==> config.mk <==
export PLATFORM = sky130hd
export DESIGN_NAME = psum_deskew
export DESIGN_NICKNAME = d
export VERILOG_FILES = /design/src/rtl/psum_deskew.sv
export SDC_FILE = /design/constraint.sdc
export NUM_CORES = 1
export LEC_CHECK = 0
export ABC_CLOCK_PERIOD_IN_PS = 4000
export BUFFER_PORTS_ARGS = -buffer_cell sky130_fd_sc_hd__buf_2
export CORE_UTILIZATION = 58
export CTS_CLUSTER_DIAMETER = 60
export CTS_CLUSTER_SIZE = 8
export DETAILED_ROUTE_END_ITERATION = 10
export PLACE_DENSITY = 0.78
export SETUP_SLACK_MARGIN = 0.5
export SYNTH_ARGS = -nofsm -noshare
export SYNTH_HDL_FRONTEND = slang
export SYNTH_SLANG_ARGS = --single-unit
==> constraint.sdc <==
create_clock -name clk -period 4 [get_ports clk]
set_clock_uncertainty 0.2 [all_clocks]
set_input_delay 0.2 -clock clk [delete_from_list [all_inputs] [get_ports clk]]
set_output_delay 0.2 -clock clk [all_outputs]
set_load 0.01 [all_outputs]
==> src/rtl/psum_deskew.sv <==
// psum_deskew: re-aligns the skewed partial sums leaving the bottom row of the
// systolic array into whole result rows, buffers them in a small FIFO and
// presents them downstream.
//
// Downstream handshake: a row transfers in every cycle where out_valid and
// out_ready are both high. out_valid and out_row are registers and never depend
// on out_ready in the same cycle. Upstream has no ready: a row arriving while
// the FIFO is full and not popping is dropped and flagged on the sticky
// overflow output.
module psum_deskew #(
  parameter int DATA_WIDTH = 16,
  parameter int COLS       = 4,
  parameter int ROWS       = 4,
  parameter int FIFO_DEPTH = 4
) (
  input  logic                       clk,
  input  logic                       reset,
  input  logic                       in_valid,
  input  logic [COLS*DATA_WIDTH-1:0] in_psum,
  output logic [COLS*DATA_WIDTH-1:0] out_row,
  output logic                       out_valid,
  input  logic                       out_ready,
  output logic                       tile_done,
  output logic                       busy,
  output logic                       overflow
);

  localparam int W  = COLS * DATA_WIDTH;
  localparam int PW = (FIFO_DEPTH > 1) ? $clog2(FIFO_DEPTH) : 1;
  localparam int CW = $clog2(FIFO_DEPTH + 1);
  localparam int RW = (ROWS > 1) ? $clog2(ROWS) : 1;
  localparam logic [CW-1:0] FULL_CNT = CW'(FIFO_DEPTH);
  localparam logic [RW-1:0] LAST_ROW = RW'(ROWS - 1);

  // Deskew: column j arrives j cycles after column 0, so it is delayed by
  // COLS-1-j cycles to line up with the last column, which is used directly.
  logic [W-1:0] aligned_row;

  for (genvar j = 0; j < COLS; j++) begin : g_col
    localparam int D = COLS - 1 - j;
    if (D == 0) begin : g_pass
      assign aligned_row[j*DATA_WIDTH +: DATA_WIDTH] = in_psum[j*DATA_WIDTH +: DATA_WIDTH];
    end else begin : g_dly
      logic [DATA_WIDTH-1:0] dly_q [D];
      // Per-column delay line
      always_ff @(posedge clk or negedge reset) begin
        if (!reset) begin
          for (int k = 0; k < D; k++) dly_q[k] <= '0;
        end else begin
          dly_q[0] <= in_psum[j*DATA_WIDTH +: DATA_WIDTH];
          for (int k = 1; k < D; k++) dly_q[k] <= dly_q[k-1];
        end
      end
      assign aligned_row[j*DATA_WIDTH +: DATA_WIDTH] = dly_q[D-1];
    end
  end

  // Row-valid travels alongside column 0 so it marks the aligned cycle.
  logic [COLS-2:0] vld_q;
  logic            aligned_vld;

  // Valid shift register
  always_ff @(posedge clk or negedge reset) begin
    if (!reset) begin
      vld_q <= '0;
    end else begin
      vld_q[0] <= in_valid;
      for (int k = 1; k < COLS - 1; k++) vld_q[k] <= vld_q[k-1];
    end
  end

  assign aligned_vld = vld_q[COLS-2];

  // FIFO state and registered outputs
  logic [W-1:0]  mem_q [FIFO_DEPTH];
  logic [PW-1:0] wr_ptr_q, wr_ptr_d;
  logic [PW-1:0] rd_ptr_q, rd_ptr_d;
  logic [CW-1:0] cnt_q, cnt_d;
  logic [RW-1:0] row_cnt_q, row_cnt_d;
  logic [W-1:0]  out_row_q, out_row_d;
  logic          out_valid_q, out_valid_d;
  logic          tile_done_q, tile_done_d;
  logic          overflow_q, overflow_d;
  logic          pop, push, drop, full;

  // Next-state for pointers, occupancy, head register and status
  always_comb begin
    full        = (cnt_q == FULL_CNT);
    pop         = out_valid_q & out_ready;
    // A full FIFO still accepts a row when the head leaves in the same cycle.
    push        = aligned_vld & (~full | pop);
    drop        = aligned_vld & full & ~pop;

    wr_ptr_d    = push ? wr_ptr_q + PW'(1) : wr_ptr_q;
    rd_ptr_d    = pop  ? rd_ptr_q + PW'(1) : rd_ptr_q;

    cnt_d = cnt_q;
    if (push && !pop)      cnt_d = cnt_q + CW'(1);
    else if (pop && !push) cnt_d = cnt_q - CW'(1);

    out_valid_d = (cnt_d != '0);
    // Head for next cycle: the row being written becomes the head only when
    // the FIFO would otherwise be empty after this cycle's pop.
    out_row_d = '0;
    if (cnt_d != '0) begin
      if (push && (rd_ptr_d == wr_ptr_q)) out_row_d = aligned_row;
      else                                out_row_d = mem_q[rd_ptr_d];
    end

    row_cnt_d   = row_cnt_q;
    tile_done_d = 1'b0;
    if (pop) begin
      if (row_cnt_q == LAST_ROW) begin
        row_cnt_d   = '0;
        tile_done_d = 1'b1;
      end else begin
        row_cnt_d = row_cnt_q + RW'(1);
      end
    end

    overflow_d = overflow_q | drop;
  end

  // Control registers
  always_ff @(posedge clk or negedge reset) begin
    if (!reset) begin
      wr_ptr_q    <= '0;
      rd_ptr_q    <= '0;
      cnt_q       <= '0;
      row_cnt_q   <= '0;
      out_row_q   <= '0;
      out_valid_q <= 1'b0;
      tile_done_q <= 1'b0;
      overflow_q  <= 1'b0;
    end else begin
      wr_ptr_q    <= wr_ptr_d;
      rd_ptr_q    <= rd_ptr_d;
      cnt_q       <= cnt_d;
      row_cnt_q   <= row_cnt_d;
      out_row_q   <= out_row_d;
      out_valid_q <= out_valid_d;
      tile_done_q <= tile_done_d;
      overflow_q  <= overflow_d;
    end
  end

  // Row storage; contents are only meaningful under the occupancy count
  always_ff @(posedge clk) begin
    if (push) mem_q[wr_ptr_q] <= aligned_row;
  end

  assign out_row   = out_row_q;
  assign out_valid = out_valid_q;
  assign tile_done = tile_done_q;
  assign overflow  = overflow_q;
  assign busy      = (|vld_q) | out_valid_q;

endmodule

==> impl_results.md, run 1 <==
* Cell family with most CP delay: compound AO/OA/AOI/OAI gates
* Unrepaired setup endpoints after global routing: no
* Reg2reg start: out_valid
* Ant. Diodes at 0
* Worst-Margin Slew at 1040 ps
* Critical Path Source Type: register
* Fmax at 0.362 GHz
* Syn avg cell area at 19.4 sq um
* # clock sinks at 431
* Critical path's slowest cell: o31a_2
* Largest family of logic cells by synthesized area: multiplexers
* Peak supply drop at 538 uV
* Post-Synthesis Cell Area at 15100 sq um
* Initial Utilization at 59.6%
* Post-synthesis mux area share at 9.77%
* Drc violations at 0
* Root buffer cell: clkbuf_16
* Pwr/cell area at 816 nW/um^2
* Largest area contributor in the netlist: edfxtp_1
* Final worst path period need at 2760 ps
* Failing checks: negative hold slack
* Post-route antenna net violation count at 0
* Levels on crit path at 6
* FF-to-FF setup slack at 1240 ps
* Critical-path maximum fanout at 29
* PortBufs at 135
* Ys Warns at 0
* Post-CTS setup buffer count at 0
* Critical path arrival at 3030 ps
* Largest net degree at the start of global routing at 67
* First DRT Iteration DRCs at 593
* Placement row count at 58
* Clk_lat worst skew at 570 ps
* Vias in the first global route at 8506
* Xor and xnor area share after synthesis at 0.456%
* Core Region at 25300 sq um
* Global route total overflow at 0
* Slew headroom at 30.6%
* Worst Reg-to-Reg Cells at 6
* Synth unique cells at 36
* LEAKAGE at 7.15 nW
* Post-Synth Adder-Cell Area at 0.663%
* Initial antenna violation count at 0
* Reg2reg end: out_row[38]
* CP max stage delay at 740 ps
* Vias/cell at 5.53
* Final WL at 29900 microns
* Synth top area share at 50.9%
* Gr usage total at 23.9%
* Via count at 7715
* CTS tree: built
* DIE AREA at 26700 sq um
* Sequential area share after synthesis at 79.9%
* Worst path bufs/invs at 1
* Synth area leaders: edfxtp_1 51%, dfrtp_1 29%, mux4_2 9.5%
* Cells after Synth at 779
* Layout cells sized above 1 at 27.0%
* Worst Setup SP: out_valid
* Max-slew violations at 0
* Compound-Gate Fraction of Synth Area at 2.90%
* Status: complete, but fails checks
* Setup TNS at 0 ps
* Critical path endpoint category: register
* Post-DP HPWL at 14400 microns
* Flops & latches, synth at 431
* I/O pins at 136
* Syn nets at 855
* Chip width at 163 microns
* Max_cap viols at 0
* CP Cell Sequence: and3b_1 > nor4b_2 > o31a_2 > buf_4 > nand2_1 > a21oi_1
* Critical Path RT at 4270 ps
* Die Y-Extent at 163 microns
* GPL Wtd Cong at 0.747
* Area grow syn2layout at 22.2%
* Power Total at 15.0 mW
* H-tree depth reported by CTS at 2
* DR WL/cell at 21.4 microns
* First-pass GRT wire length at 47200 microns
* CP Class: reg -> reg
* Fin nets at 1093
* Hold_ws at -3.74 ps
* Worst Hold Class: in -> async
* Cts bufs inserted at 59
* Final Hold Fails at 2
* Simple-gate portion of the synthesized area at 4.10%
* Final setup viols at 0
* Clock-pin slew on the worst setup and hold paths at 50 ps
* Initial DRT Pass Iterations at 5
* Tcrit/Tclk final at 69.1%
* CTS Buffer Depth at 3
[per-layer routing]
metal	share of wire, %	global-route usage [%]	vias up
met3	5.6	4.16	52
met2	52	40.2	284
met5	0	0	-
met4	2.1	7.69	0
met1	41	32.0	3979
li1	-	-	3400
[state kept, by name (all words and copies together) (netlist names)]
name and flops:
mem_q 256, g_col.g_dly.dly_q 64, out_row 64, aligned_row 32
cnt_q 3, vld_q 3, rd_ptr_q 2, row_cnt_q 2
wr_ptr_q 2, out_valid 1, overflow 1, tile_done 1
[cell families after synthesis]
group           count (synthesis)
fa+ha+maj                       8
mux                            67
compound gates                 76
xor+xnor                        7
simple gates                  148
buf+inv                        42
flops                         431
[cell usage in the layout (no fill, tap or decap), types with 2 or more instances in the layout]
master | synthesis | final
a21boi_1 | 2 | 2
a21oi_1 | 65 | 64
and2_4 | 0 | 4
and3_1 | 2 | 2
and3b_1 | 2 | 2
buf_12 | 5 | 4
buf_2 | 19 | 134
buf_4 | 3 | 7
clkbuf_1 | 2 | 48
clkbuf_16 | 0 | 60
dfrtp_1 | 175 | 175
dlygate4sd3_1 | 0 | 67
edfxtp_1 | 256 | 256
ha_1 | 8 | 8
inv_1 | 6 | 6
mux2_2 | 2 | 2
mux4_2 | 64 | 64
nand2_1 | 132 | 132
nand4b_1 | 2 | 2
o21ai_0 | 2 | 2
xnor2_1 | 5 | 4
[metrics by stage]
step | setup WS [ps] | instance area [sq um] | hold slack (ps) | std cells | utilization (%)
5_1_grt | 1100 | 18400 | 34.2 | 1396 | 72.8
3_3_place_gp | 1440 | 16100 | 33.0 | 1219 | 63.4
6_report | 1240 | 18400 | -3.74 | 1396 | 72.8
3_5_place_dp | 1350 | 16100 | 38.7 | 1219 | 63.4
4_1_cts | 1270 | 18400 | 13.0 | 1396 | 72.8
2_1_floorplan | 840 | 15100 | -296 | 779 | -
[synthesized netlist by cell type]
| cell type | number |
|---|---|
| xnor2_2 | 1 |
| nand4b_1 | 2 |
| xnor2_1 | 5 |
| buf_6 | 7 |
| a31o_2 | 1 |
| buf_2 | 19 |
| mux2i_1 | 1 |
| clkbuf_1 | 2 |
| and3_1 | 2 |
| o21ai_0 | 2 |
| and3b_1 | 2 |
| inv_1 | 6 |
| mux4_2 | 64 |
| dfrtp_1 | 175 |
| ha_1 | 8 |
| buf_12 | 5 |
| and2_1 | 4 |
| edfxtp_1 | 256 |
| buf_4 | 3 |
| a31oi_4 | 1 |
| a21boi_2 | 1 |
| o31a_1 | 1 |
| mux2_2 | 2 |
| nand2_1 | 132 |
| nand2_4 | 1 |
| or4_1 | 1 |
| nor3_1 | 1 |
| nor4b_2 | 1 |
| nand3b_1 | 1 |
| o31ai_4 | 1 |
| a21oi_1 | 65 |
| a21boi_1 | 2 |
| a21o_1 | 1 |
| nand3_1 | 1 |
| o2111ai_1 | 1 |
| xor2_1 | 1 |
[final cells by class]
type                    instances  area [sq um]
clock buffers                 108          1680
clock inverters                 2          25.0
fillers                      1478          6890
inverters                       6          22.5
multi-input cells             306          2740
flip-flops and latches        431         12100
well taps                     330           413
repair buffers                213          1490
[power by group]
group | leakage [nW] | total (mW) | internal [mW] | switching [mW]
combinational | 1.92 | 4.35 | 1.93 | 2.42
sequential | 4.42 | 6.16 | 5.79 | 0.364
clock | 0.807 | 4.54 | 2.79 | 1.75
total | 7.15 | 15.0 | 10.5 | 4.53
[worst max-delay path by stage]
stage                     slack [ps]      endpoint
after floorplan                  840   mem_q[0][0]
after global routing            1100   out_row[52]
after detailed placement        1350   out_row[54]
after global placement          1440  mem_q[1][37]
final                           1240   out_row[38]
after CTS                       1270   out_row[38]
[timing repair]
item / 4_1_cts / 5_1_grt
hold endpoints to repair: 196 / 0
hold buffers: 67 / 0
setup endpoints to repair: 0 / 0
resized for setup: 0 / 0
Power figures use the tool's default switching activity.
==> inputs of run 2 (changes only) <==
ABC_AREA = 1   (was not set)
ABC_CLOCK_PERIOD_IN_PS = 2450   (was 4000)
CORE_UTILIZATION = 53   (was 58)
PLACE_DENSITY = 0.75   (was 0.78)
clock period = 2.45 ns   (was 4 ns; I/O delays follow)
==> impl_results.md, run 2 <==
* Register share of total power at 31.5% (was 40.9%)
* Reg2reg start: out_valid (unchanged)
* # clock sinks at 431 (unchanged)
* Post-Synthesis Cell Area at 16300 sq um (was 15100 sq um)
* Syn avg cell area at 11.9 sq um (was 19.4 sq um)
* Synth unique cells at 27 (was 36)
* Area grow syn2layout at 35.3% (was 22.2%)
* I/O pins at 136 (unchanged)
* First-pass GRT wire length at 64100 microns (was 47200 microns)
* Final WL at 50600 microns (was 29900 microns)
* Tcrit/Tclk final at 90.9% (was 69.1%)
* Comb pwr share at 44.7% (was 28.9%)
* Most common cell after layout, fill and taps aside: nand2_1 (was edfxtp_1)
* NetSw at 12.5 mW (was 4.53 mW)
* Root buffer cell: clkbuf_16 (unchanged)
* Gr usage total at 27.0% (was 23.9%)
* Hold_ws at 2.54 ps (was -3.74 ps)
* Synth top area share at 47.2% (was 50.9%)
* Async SR Flop Fraction at 40.6% (unchanged)
* Chip width at 177 microns (was 163 microns)
* First DRT Iteration DRCs at 1481 (was 593)
* Cts bufs inserted at 59 (unchanged)
* Max_cap viols at 0 (unchanged)
* Most frequent cells in the layout: 318 x nand2_1, 317 x nand3_1, 256 x edfxtp_1, 173 x dfrtp_1, 133 x buf_2 (was 256 x edfxtp_1, 175 x dfrtp_1, 134 x buf_2, 132 x nand2_1, 67 x dlygate4sd3_1)
* Grt peak-use layer: met2 (unchanged)
* Cells after Synth at 1366 (was 779)
* Vias in the first global route at 11886 (was 8506)
* Cells after DPL at 1840 (was 1219)
* Clock-pin slew on the worst setup and hold paths at 50 ps (about the same)
* Synth area leaders: edfxtp_1 47%, dfrtp_1 27%, nand3_1 10% (was edfxtp_1 51%, dfrtp_1 29%, mux4_2 9.5%)
* DR WL/cell at 23.8 microns (was 21.4 microns)
* LEAKAGE at 9.51 nW (was 7.15 nW)
* Worst Hold Class: in -> reg (was in -> async)
* Via count at 12568 (was 7715)
* Filler cell count at 1705 (was 1478)
* CTS Buffer Depth at 3 (unchanged)
* Clk_lat worst skew at 580 ps (was 570 ps)
* Largest net degree at the start of global routing at 100 (was 67)
* CP Class: reg -> reg (unchanged)
* Post-DP HPWL at 18900 microns (was 14400 microns)
* Worst-Margin Slew at 619 ps (was 1040 ps)
* Slew headroom at 58.7% (was 30.6%)
* Placement row count at 63 (was 58)
* Top reg by flops: mem_q (unchanged)
* Hold_sp: in_psum[20]
* Critical Path RT at 2700 ps (was 4270 ps)
* Final worst path period need at 2230 ps (was 2760 ps)
* PortBufs at 135 (unchanged)
* Met3 Use GR at 4.95% (was 4.16%)
* Critical Path Source Type: register (unchanged)
* Fin cells at 2128 (was 1396)
* Post-synth EDFFs at 256 (unchanged)
* Setup TNS at 0 ps (unchanged)
* Worst Setup SP: out_valid (unchanged)
* Fin nets at 1765 (was 1093)
* Switching portion of total power at 39.1% (was 30.1%)
* Flops & latches, synth at 431 (unchanged)
* Pwr/cell area at 1450 nW/um^2 (was 816 nW/um^2)
* Clk pwr share at 23.7% (was 30.2%)
* Max-slew violations at 0 (unchanged)
* Core Region at 30000 sq um (was 25300 sq um)
* Fmax at 0.449 GHz (was 0.362 GHz)
* GPL Wtd Cong at 0.777 (was 0.747)
* Internal power at 19.5 mW (was 10.5 mW)
* Critical path arrival at 2470 ps (was 3030 ps)
* DIE AREA at 31400 sq um (was 26700 sq um)
* Drc violations at 0 (unchanged)
* Most frequent cell after synthesis: nand2_1 (was edfxtp_1)
* Sequential area share after synthesis at 74.1% (was 79.9%)
* Initial antenna violation count at 0 (unchanged)
* Critical path endpoint category: register (unchanged)
* Unrepaired setup endpoints after global routing: yes (was no)
* CTS tree: built (unchanged)
* GR Layer Usage met2 at 45.5% (was 40.2%)
* Initial DRT Pass Iterations at 7 (was 5)
* Die Y-Extent at 177 microns (was 163 microns)
* Final Hold Fails at 0 (was 2)
* Layout cells sized above 1 at 22.7% (was 27.0%)
* Status: complete, no violations (was complete, but fails checks)
* Vias/cell at 5.91 (was 5.53)
* Ys Warns at 0 (unchanged)
* Final setup viols at 0 (unchanged)
* Critical-path maximum fanout at 6 (was 29)
* Syn nets at 1442 (was 855)
* Largest area contributor in the netlist: edfxtp_1 (unchanged)
* Met1 Track Usage GR at 34.0% (was 32.0%)
* H-tree depth reported by CTS at 2 (unchanged)
* Global route total overflow at 0 (unchanged)
* Max reg flops at 256 (unchanged)
* Peak supply drop at 1080 uV (was 538 uV)
* Prevailing post-synth register cell: edfxtp_1 (unchanged)
* Post-route antenna net violation count at 0 (unchanged)
* Commonest cells post-synth: 342 x nand2_1, 327 x nand3_1, 256 x edfxtp_1 (was 256 x edfxtp_1, 175 x dfrtp_1, 132 x nand2_1)
* Initial Utilization at 54.4% (was 59.6%)
-- run 2: area by class of cell --
cell class / instances / area, sq um / share of cell area (%)
Inverter: 85 / 337 / 1.53
Clock buffer: 107 / 1660 / 7.52
Multi-Input combinational cell: 768 / 3950 / 17.9
Sequential cell: 431 / 12100 / 54.8
Clock inverter: 2 / 28.8 / 0.131
Antenna cell: 1 / 2.50 / 0.0114
Tap cell: 390 / 488 / 2.21
Timing Repair Buffer: 344 / 3510 / 15.9
-- run 2: through the flow --
stage                     area (sq um)  power (mW)  worst slack (ps)  utilization (%)
after global placement           17500        19.1               390             58.5
after global routing             22000        33.1               191             73.6
after CTS                        20800        28.3               421             69.4
after detailed placement         17500        19.3               345             58.5
after floorplan                  16400        16.3              75.8                -
final                            22000        31.9               224             73.6
-- run 2: what timing repair did --
action                                  in CTS  in global routing
cloned                                       7                 27
resized for setup                           62                110
endpoints found under the hold margin      310                  0
buffers inserted                            19                 24
pin swaps                                   15                 42
endpoints found under the setup margin      66                230
hold buffers                               101                  0
-- run 2: routing by layer --
| layer | up-vias | share of wire [%] |
|---|---|---|
| met1 | 6058 | 34 |
| met5 | - | 0 |
| met2 | 1011 | 49 |
| met4 | 0 | 4.8 |
| li1 | 5275 | - |
| met3 | 224 | 12 |
-- run 2: final timing paths --
kind	end	depth (start not counted)	slack, ps
min in group asynchronous	aligned_row[15]	3	470
max in group asynchronous	aligned_row[23]	4	830
max	out_row[34]	12	220
max reg2reg	out_row[34]	12	220
min reg2reg	aligned_row[21]	0	140
min	g_col[1].g_dly.dly_q[20]	2	3
-- run 2: cell families after synthesis --
logic type,Yosys count,synth area share [%]
DFF,431,74.1
AOI/OAI and AO/OA,6,0.238
and+or+nand+nor,750,20.1
adders and majority gates,8,0.615
xor gates and xnor gates,3,0.161
buffers and inverters,168,4.85
-- run 2: worst max-delay path: stages, from the launching register on --
cell,delay (ps)
dfrtp_2,450
nand2_4,160
buf_4,150
nand3_4,90
nand2_1,90
nand2_1,70
nand2_2,90
nand2_2,80
nor2_4,190
buf_4,160
buf_6,120
clkbuf_16,170
nor2_1,70
-- run 2: power by group through the flow --
| stage | logic (mW) | clock network [mW] | registers, mW |
|---|---|---|---|
| 4_1_cts | 10.9 | 7.46 | 10.0 |
| 3_3_place_gp | 9.02 | 0 | 10.1 |
| 2_1_floorplan | 6.04 | 0 | 10.3 |
| 6_report | 14.3 | 7.57 | 10.1 |
| 5_1_grt | 15.1 | 7.90 | 10.2 |
| 3_5_place_dp | 9.23 | 0 | 10.1 |
